## src/rtl/mult_pkg.sv

```systemverilog
// Shared definitions for the sequential shift-add multiplier: FSM state
// encoding and the nominal completion latency used for ack timing.
package mult_pkg;

    typedef enum logic [1:0] {
        IDLE = 2'd0,
        CALC = 2'd1,
        DONE = 2'd2
    } mult_state_e;

    // Edges from operand capture to the completing edge on the normal path.
    function automatic int mult_latency(input int width);
        return width;
    endfunction

endpackage : mult_pkg

```

## src/rtl/mult_if.sv

```systemverilog
// Request/acknowledge bundle between a controller and the multiplier.
// The controller (master) drives the request and operands. The multiplier
// (slave) returns the product, the one-cycle ack and the busy flag.
interface mult_if #(
    parameter int WIDTH = 8
) ();

    logic                 en;
    logic                 sgn;
    logic [WIDTH-1:0]     a;
    logic [WIDTH-1:0]     b;
    logic [2*WIDTH-1:0]   out;
    logic                 ack;
    logic                 busy;

    modport master (
        output en,
        output sgn,
        output a,
        output b,
        input  out,
        input  ack,
        input  busy
    );

    modport slave (
        input  en,
        input  sgn,
        input  a,
        input  b,
        output out,
        output ack,
        output busy
    );

endinterface : mult_if

```

## src/rtl/mult_seq.sv

```systemverilog
// Multi-cycle shift-add multiplier, signed or unsigned per operation.
// Signed operands are reduced to magnitudes at capture. The unsigned
// magnitude product is built one multiplier bit per CALC edge. The sign is
// re-applied on the completing edge. A zero operand can optionally skip
// straight to DONE.
module mult_seq
    import mult_pkg::*;
#(
    parameter int WIDTH      = 8,
    parameter bit EARLY_ZERO = 1'b1
) (
    input  logic  clk,
    input  logic  reset,
    mult_if.slave bus
);

    localparam int PW = 2 * WIDTH;
    localparam int CW = $clog2(WIDTH + 1);

    localparam logic [WIDTH-1:0] ONE_W    = WIDTH'(1);
    localparam logic [PW-1:0]    ONE_P    = PW'(1);
    localparam logic [CW-1:0]    ONE_C    = CW'(1);
    localparam logic [CW-1:0]    LAST_CNT = CW'(WIDTH - 1);

    mult_state_e      state_r;
    mult_state_e      state_nxt_s;

    logic [PW-1:0]    mcand_r;
    logic [WIDTH-1:0] mplier_r;
    logic [PW-1:0]    acc_r;
    logic [CW-1:0]    cnt_r;
    logic             neg_r;
    logic [PW-1:0]    out_r;
    logic             ack_r;

    logic [WIDTH-1:0] a_mag_s;
    logic [WIDTH-1:0] b_mag_s;
    logic             zero_op_s;
    logic             fast_s;
    logic             last_s;
    logic [PW-1:0]    addend_s;
    logic [PW-1:0]    acc_sum_s;
    logic [PW-1:0]    result_s;

    // Operand magnitudes, the fast-path decision and the accumulate/sign-fix datapath.
    always_comb begin
        a_mag_s   = bus.a;
        b_mag_s   = bus.b;
        addend_s  = '0;
        if (bus.sgn && bus.a[WIDTH-1]) begin
            a_mag_s = ~bus.a + ONE_W;
        end else begin
            a_mag_s = bus.a;
        end
        if (bus.sgn && bus.b[WIDTH-1]) begin
            b_mag_s = ~bus.b + ONE_W;
        end else begin
            b_mag_s = bus.b;
        end
        zero_op_s = (bus.a == '0) || (bus.b == '0);
        fast_s    = EARLY_ZERO && zero_op_s;
        last_s    = (cnt_r == LAST_CNT);
        if (mplier_r[0]) begin
            addend_s = mcand_r;
        end else begin
            addend_s = '0;
        end
        acc_sum_s = acc_r + addend_s;
        if (neg_r) begin
            result_s = ~acc_sum_s + ONE_P;
        end else begin
            result_s = acc_sum_s;
        end
    end

    // State register; reset aborts any operation in flight.
    always_ff @(posedge clk) begin
        if (reset) begin
            state_r <= IDLE;
        end else begin
            state_r <= state_nxt_s;
        end
    end

    // Next-state decode: requests are honoured only in IDLE.
    always_comb begin
        state_nxt_s = state_r;
        case (state_r)
            IDLE: begin
                if (bus.en) begin
                    if (fast_s) begin
                        state_nxt_s = DONE;
                    end else begin
                        state_nxt_s = CALC;
                    end
                end else begin
                    state_nxt_s = IDLE;
                end
            end
            CALC: begin
                if (last_s) begin
                    state_nxt_s = DONE;
                end else begin
                    state_nxt_s = CALC;
                end
            end
            DONE: begin
                state_nxt_s = IDLE;
            end
            default: begin
                state_nxt_s = IDLE;
            end
        endcase
    end

    // Datapath: capture operands in IDLE, shift-add in CALC, drop ack in DONE.
    always_ff @(posedge clk) begin
        if (reset) begin
            mcand_r  <= '0;
            mplier_r <= '0;
            acc_r    <= '0;
            cnt_r    <= '0;
            neg_r    <= 1'b0;
            out_r    <= '0;
            ack_r    <= 1'b0;
        end else begin
            case (state_r)
                IDLE: begin
                    ack_r <= 1'b0;
                    if (bus.en) begin
                        mcand_r  <= {{WIDTH{1'b0}}, a_mag_s};
                        mplier_r <= b_mag_s;
                        neg_r    <= bus.sgn & (bus.a[WIDTH-1] ^ bus.b[WIDTH-1]);
                        acc_r    <= '0;
                        cnt_r    <= '0;
                        if (fast_s) begin
                            out_r <= '0;
                            ack_r <= 1'b1;
                        end
                    end
                end
                CALC: begin
                    acc_r    <= acc_sum_s;
                    mcand_r  <= mcand_r << 1;
                    mplier_r <= mplier_r >> 1;
                    cnt_r    <= cnt_r + ONE_C;
                    if (last_s) begin
                        // Product leaves on the same edge as the last partial product.
                        out_r <= result_s;
                        ack_r <= 1'b1;
                    end else begin
                        ack_r <= 1'b0;
                    end
                end
                DONE: begin
                    ack_r <= 1'b0;
                end
                default: begin
                    ack_r <= 1'b0;
                end
            endcase
        end
    end

    assign bus.out  = out_r;
    assign bus.ack  = ack_r;
    assign bus.busy = (state_r != IDLE);

endmodule : mult_seq

```

## src/flat_wrapper.sv

```systemverilog
// flat-port wrapper written by rule: the top's interface ports become plain ports
module mult_seq_flat import mult_pkg::*;
#(
    parameter int WIDTH      = 8,
    parameter bit EARLY_ZERO = 1'b1
)
  (clk, reset, bus_en, bus_sgn, bus_a, bus_b, bus_out, bus_ack, bus_busy);
  mult_if #(.WIDTH(WIDTH)) bus_i ();
  input  logic clk;
  input  logic reset;
  input wire logic [$bits(bus_i.en)-1:0] bus_en;
  input wire logic [$bits(bus_i.sgn)-1:0] bus_sgn;
  input wire logic [$bits(bus_i.a)-1:0] bus_a;
  input wire logic [$bits(bus_i.b)-1:0] bus_b;
  output wire logic [$bits(bus_i.out)-1:0] bus_out;
  output wire logic [$bits(bus_i.ack)-1:0] bus_ack;
  output wire logic [$bits(bus_i.busy)-1:0] bus_busy;
  assign bus_i.en = bus_en;
  assign bus_i.sgn = bus_sgn;
  assign bus_i.a = bus_a;
  assign bus_i.b = bus_b;
  assign bus_out = bus_i.out;
  assign bus_ack = bus_i.ack;
  assign bus_busy = bus_i.busy;
  mult_seq #(.WIDTH(WIDTH), .EARLY_ZERO(EARLY_ZERO)) u_core (.clk(clk), .reset(reset), .bus(bus_i));
endmodule
```

## config.mk

```make
export PLATFORM = sky130hd
export DESIGN_NAME = mult_seq_flat
export DESIGN_NICKNAME = d
export VERILOG_FILES = /design/src/rtl/mult_pkg.sv /design/src/rtl/mult_if.sv /design/src/rtl/mult_seq.sv /design/src/flat_wrapper.sv
export SDC_FILE = /design/constraint.sdc
export NUM_CORES = 1
export LEC_CHECK = 0
export BUFFER_PORTS_ARGS = -buffer_cell sky130_fd_sc_hd__buf_2
export CORE_AREA = 4 4 95 97
export DETAILED_ROUTE_END_ITERATION = 10
export DIE_AREA = 0 0 99 101
export PLACE_DENSITY = 0.68
export SLEW_MARGIN = 20
export SYNTH_ARGS = -nofsm -noshare
export SYNTH_HDL_FRONTEND = slang
export SYNTH_SLANG_ARGS = --single-unit
```

## constraint.sdc

```tcl
create_clock -name clk -period 3.6 [get_ports clk]
set_input_delay 0.36 -clock clk [delete_from_list [all_inputs] [get_ports clk]]
set_output_delay 0.36 -clock clk [all_outputs]
set_load 0.01 [all_outputs]
```

==> results.json <==
{
  "core_area_um2": 8130,
  "fin_skew_ns": 0.00905,
  "synth_cells": 514,
  "setup_ws_ns": 0.200,
  "grt_pass1_vias": 3633,
  "synth_top_cell_area_share": 0.314,
  "dieArea_um2": 10000,
  "yosys.area.top_type": "dfxtp_1",
  "top_level_ports": 38,
  "area_growth_pct": 11.7,
  "startpoint_type": "flop",
  "dr_total_vias": 3783,
  "drive_gt1_frac": 0.145,
  "drc": 0,
  "syn_area_um2": 4020,
  "synth_compound_area_frac": 0.253,
  "period_minus_slack_ns": 3.40,
  "grt_usage": 0.209,
  "leakage_nw": 1.82,
  "pre_cts_slack_ns": 0.201,
  "synthSimpleGateAreaFrac": 0.251,
  "antenna_cells": 0,
  "grt_max_degree": 58,
  "routed_wl_mm": 10.2,
  "clock_latency_ns": 0.35,
  "yosysMostFrequentCell": "dfxtp_1",
  "maxSlewViolCount": 0,
  "design_power_total_mw": 1.58,
  "max_freq_ghz": 0.294,
  "cp.arrival_ns": 3.65,
  "worst_pin_slew_ns": 0.749,
  "clock-root-buffer": "clkbuf_8",
  "ys_ff_latch": 63,
  "critPathKind": "flop to flop",
  "die_x_um": 99,
  "synth_top_family_by_area": "compound AO/OA/AOI/OAI gates",
  "synthMuxAreaShare": 0.00498,
  "die_height_um": 101,
  "dp_hpwl_mm": 7.42,
  "synth_edf_count": 0,
  "setup-violations-final": 0,
  "antenna_found_initial": 0,
  "cts_setup_buffers": 0,
  "synthAdderAreaFrac": 0.0641,
  "cp_max_fo": 11,
  "cts_tree": "yes",
  "fillers": 783,
  "initial_utilization": 0.494,
  "gp_congestion": 0.959,
  "overflow": 0,
  "wl_per_cell_um": 15.6,
  "nets": 580,
  "drv_cap": 0,
  "period_share": 0.945,
  "rsz0062_at_grt": "yes",
  "grt_pass1_wl_mm": 16.9,
  "htree_levels": 3,
  "ys_warn_count": 0,
  "first_pass_iters": 4,
  "core.rowCount": 33,
  "status": "completed",
  "peakVddDrop_uv": 174,
  "drt_iter0_drc": 197,
  "numPortBuffers": 37,
  "relSlewSlack": 0.493,
  "yosys-top-cells-area": "dfxtp_1, a21oi_1, ha_1",
  "syn_nets": 554,
  "finalHoldViolations": 0,
  "ys_types": 66,
  "netlist_top_cells_count": "dfxtp_1, a21oi_1, nor2_1",
  "cts.clk_slew.worst_paths_ns": 0.07,
  "cp.required_ns": 3.85,
  "synth_area_per_cell_um2": 7.82,
  "worst_setup_path_end_kind": "flop",
  "drtAntennaViolNets": 0,
  "cts_buffers": 9,
  "synthXorXnorAreaFrac": 0.0676,
  "holdBufCountCts": 0,
  "clkSinkCount": 63,
  "async_flop_share": 0,
  "synthFlopType": "dfxtp_1",
  "ctsLongestPathBuffers": 2,
  "powerDensity_nw_per_um2": 351,
  "via_per_inst": 5.82,
  "ys_seq_area_frac": 0.314,
  "hold_path_class": "input port to flop"
}
worst max-delay path, cell delays in order, from the launching register on:
cell	delay, ns
dfxtp_1	0.35
buf_4	0.18
and2_1	0.16
ha_1	0.40
o21ai_0	0.22
a2111oi_1	0.47
o311ai_1	0.34
a2111oi_2	0.34
o211ai_1	0.21
o41ai_2	0.30
xnor2_1	0.12
a22o_1	0.21
per-stage QoR:
stage / instance area [um^2] / setup TNS, ns / instances / util / hold WS [ns]
floorplan: 4020 / 0 / 514 / - / 0.432
global placement: 4280 / 0 / 634 / 0.527 / 0.440
detailed placement: 4280 / 0 / 634 / 0.527 / 0.446
CTS: 4470 / 0 / 650 / 0.550 / 0.277
global route: 4490 / -0.00293 / 650 / 0.552 / 0.290
finish: 4490 / 0 / 650 / 0.552 / 0.281
area by class of cell:
class,count,area (um^2),area share
Sequential cell,63,1260,0.281
Timing Repair Buffer,45,245,0.0546
Tap cell,105,131,0.0293
Clock buffer,12,145,0.0323
Inverter,18,67.6,0.0151
Clock inverter,4,45.0,0.0100
Multi-Input combinational cell,403,2590,0.578
cells in the final DEF, fill, tap and decap left out, types with 14 or more instances in the layout:
cell type | Yosys | layout
buf_2 | 2 | 37
a22oi_1 | 20 | 20
nor2_1 | 53 | 53
xnor2_1 | 17 | 17
xor2_1 | 14 | 14
ha_1 | 19 | 19
inv_1 | 18 | 18
a21oi_1 | 61 | 61
nand3_1 | 36 | 36
and2_1 | 17 | 17
nor3_1 | 14 | 14
nand2_1 | 48 | 47
dfxtp_1 | 63 | 63
where the power goes:
| group | total [mW] | internal, mW | switching [mW] |
|---|---|---|---|
| combinational | 0.226 | 0.0771 | 0.149 |
| clock | 0.615 | 0.336 | 0.279 |
| sequential | 0.736 | 0.718 | 0.0180 |
repair_timing:
action                                 CTS  global route
endpoints found under the hold margin    0             0
setup endpoints to repair                0             4
gates resized for setup                  0             3
flip-flops by register name, summed over array words and instances (netlist names):
register and flops:
u_core.mcand_r 16, u_core.mplier_r 8, u_core.acc_r 16, u_core.bus.out 16, u_core.neg_r 1, u_core.cnt_r 4, u_core.state_r 2
metal layers:
layer / vias to the layer above / track usage / part of all wire
li1: 1907 / - / -
met3: 21 / 0.0401 / 0.032
met4: 0 / 0.0903 / 0.024
met5: - / 0 / 0
met1: 1785 / 0.262 / 0.46
met2: 70 / 0.351 / 0.48
cell families after synthesis:
family,count (synthesis)
XOR/XNOR,31
buffers and inverters,48
flip-flops,63
AO/OA/AOI/OAI,147
AND/OR/NAND/NOR,203
adder cells (fa/ha/maj),20
multiplexers,2
final timing paths:
check             slack (ns)  depth (start not counted)          startpoint                 end
setup / recovery        0.20                         11  u_core.mplier_r[0]  u_core.bus.out[15]
hold / removal          0.28                          3            bus_a[0]   u_core.mcand_r[0]
setup reg to reg        0.20                         11  u_core.mplier_r[0]  u_core.bus.out[15]
hold reg to reg         0.45                          2   u_core.bus.out[6]   u_core.bus.out[6]
Power figures use the tool's default switching activity.
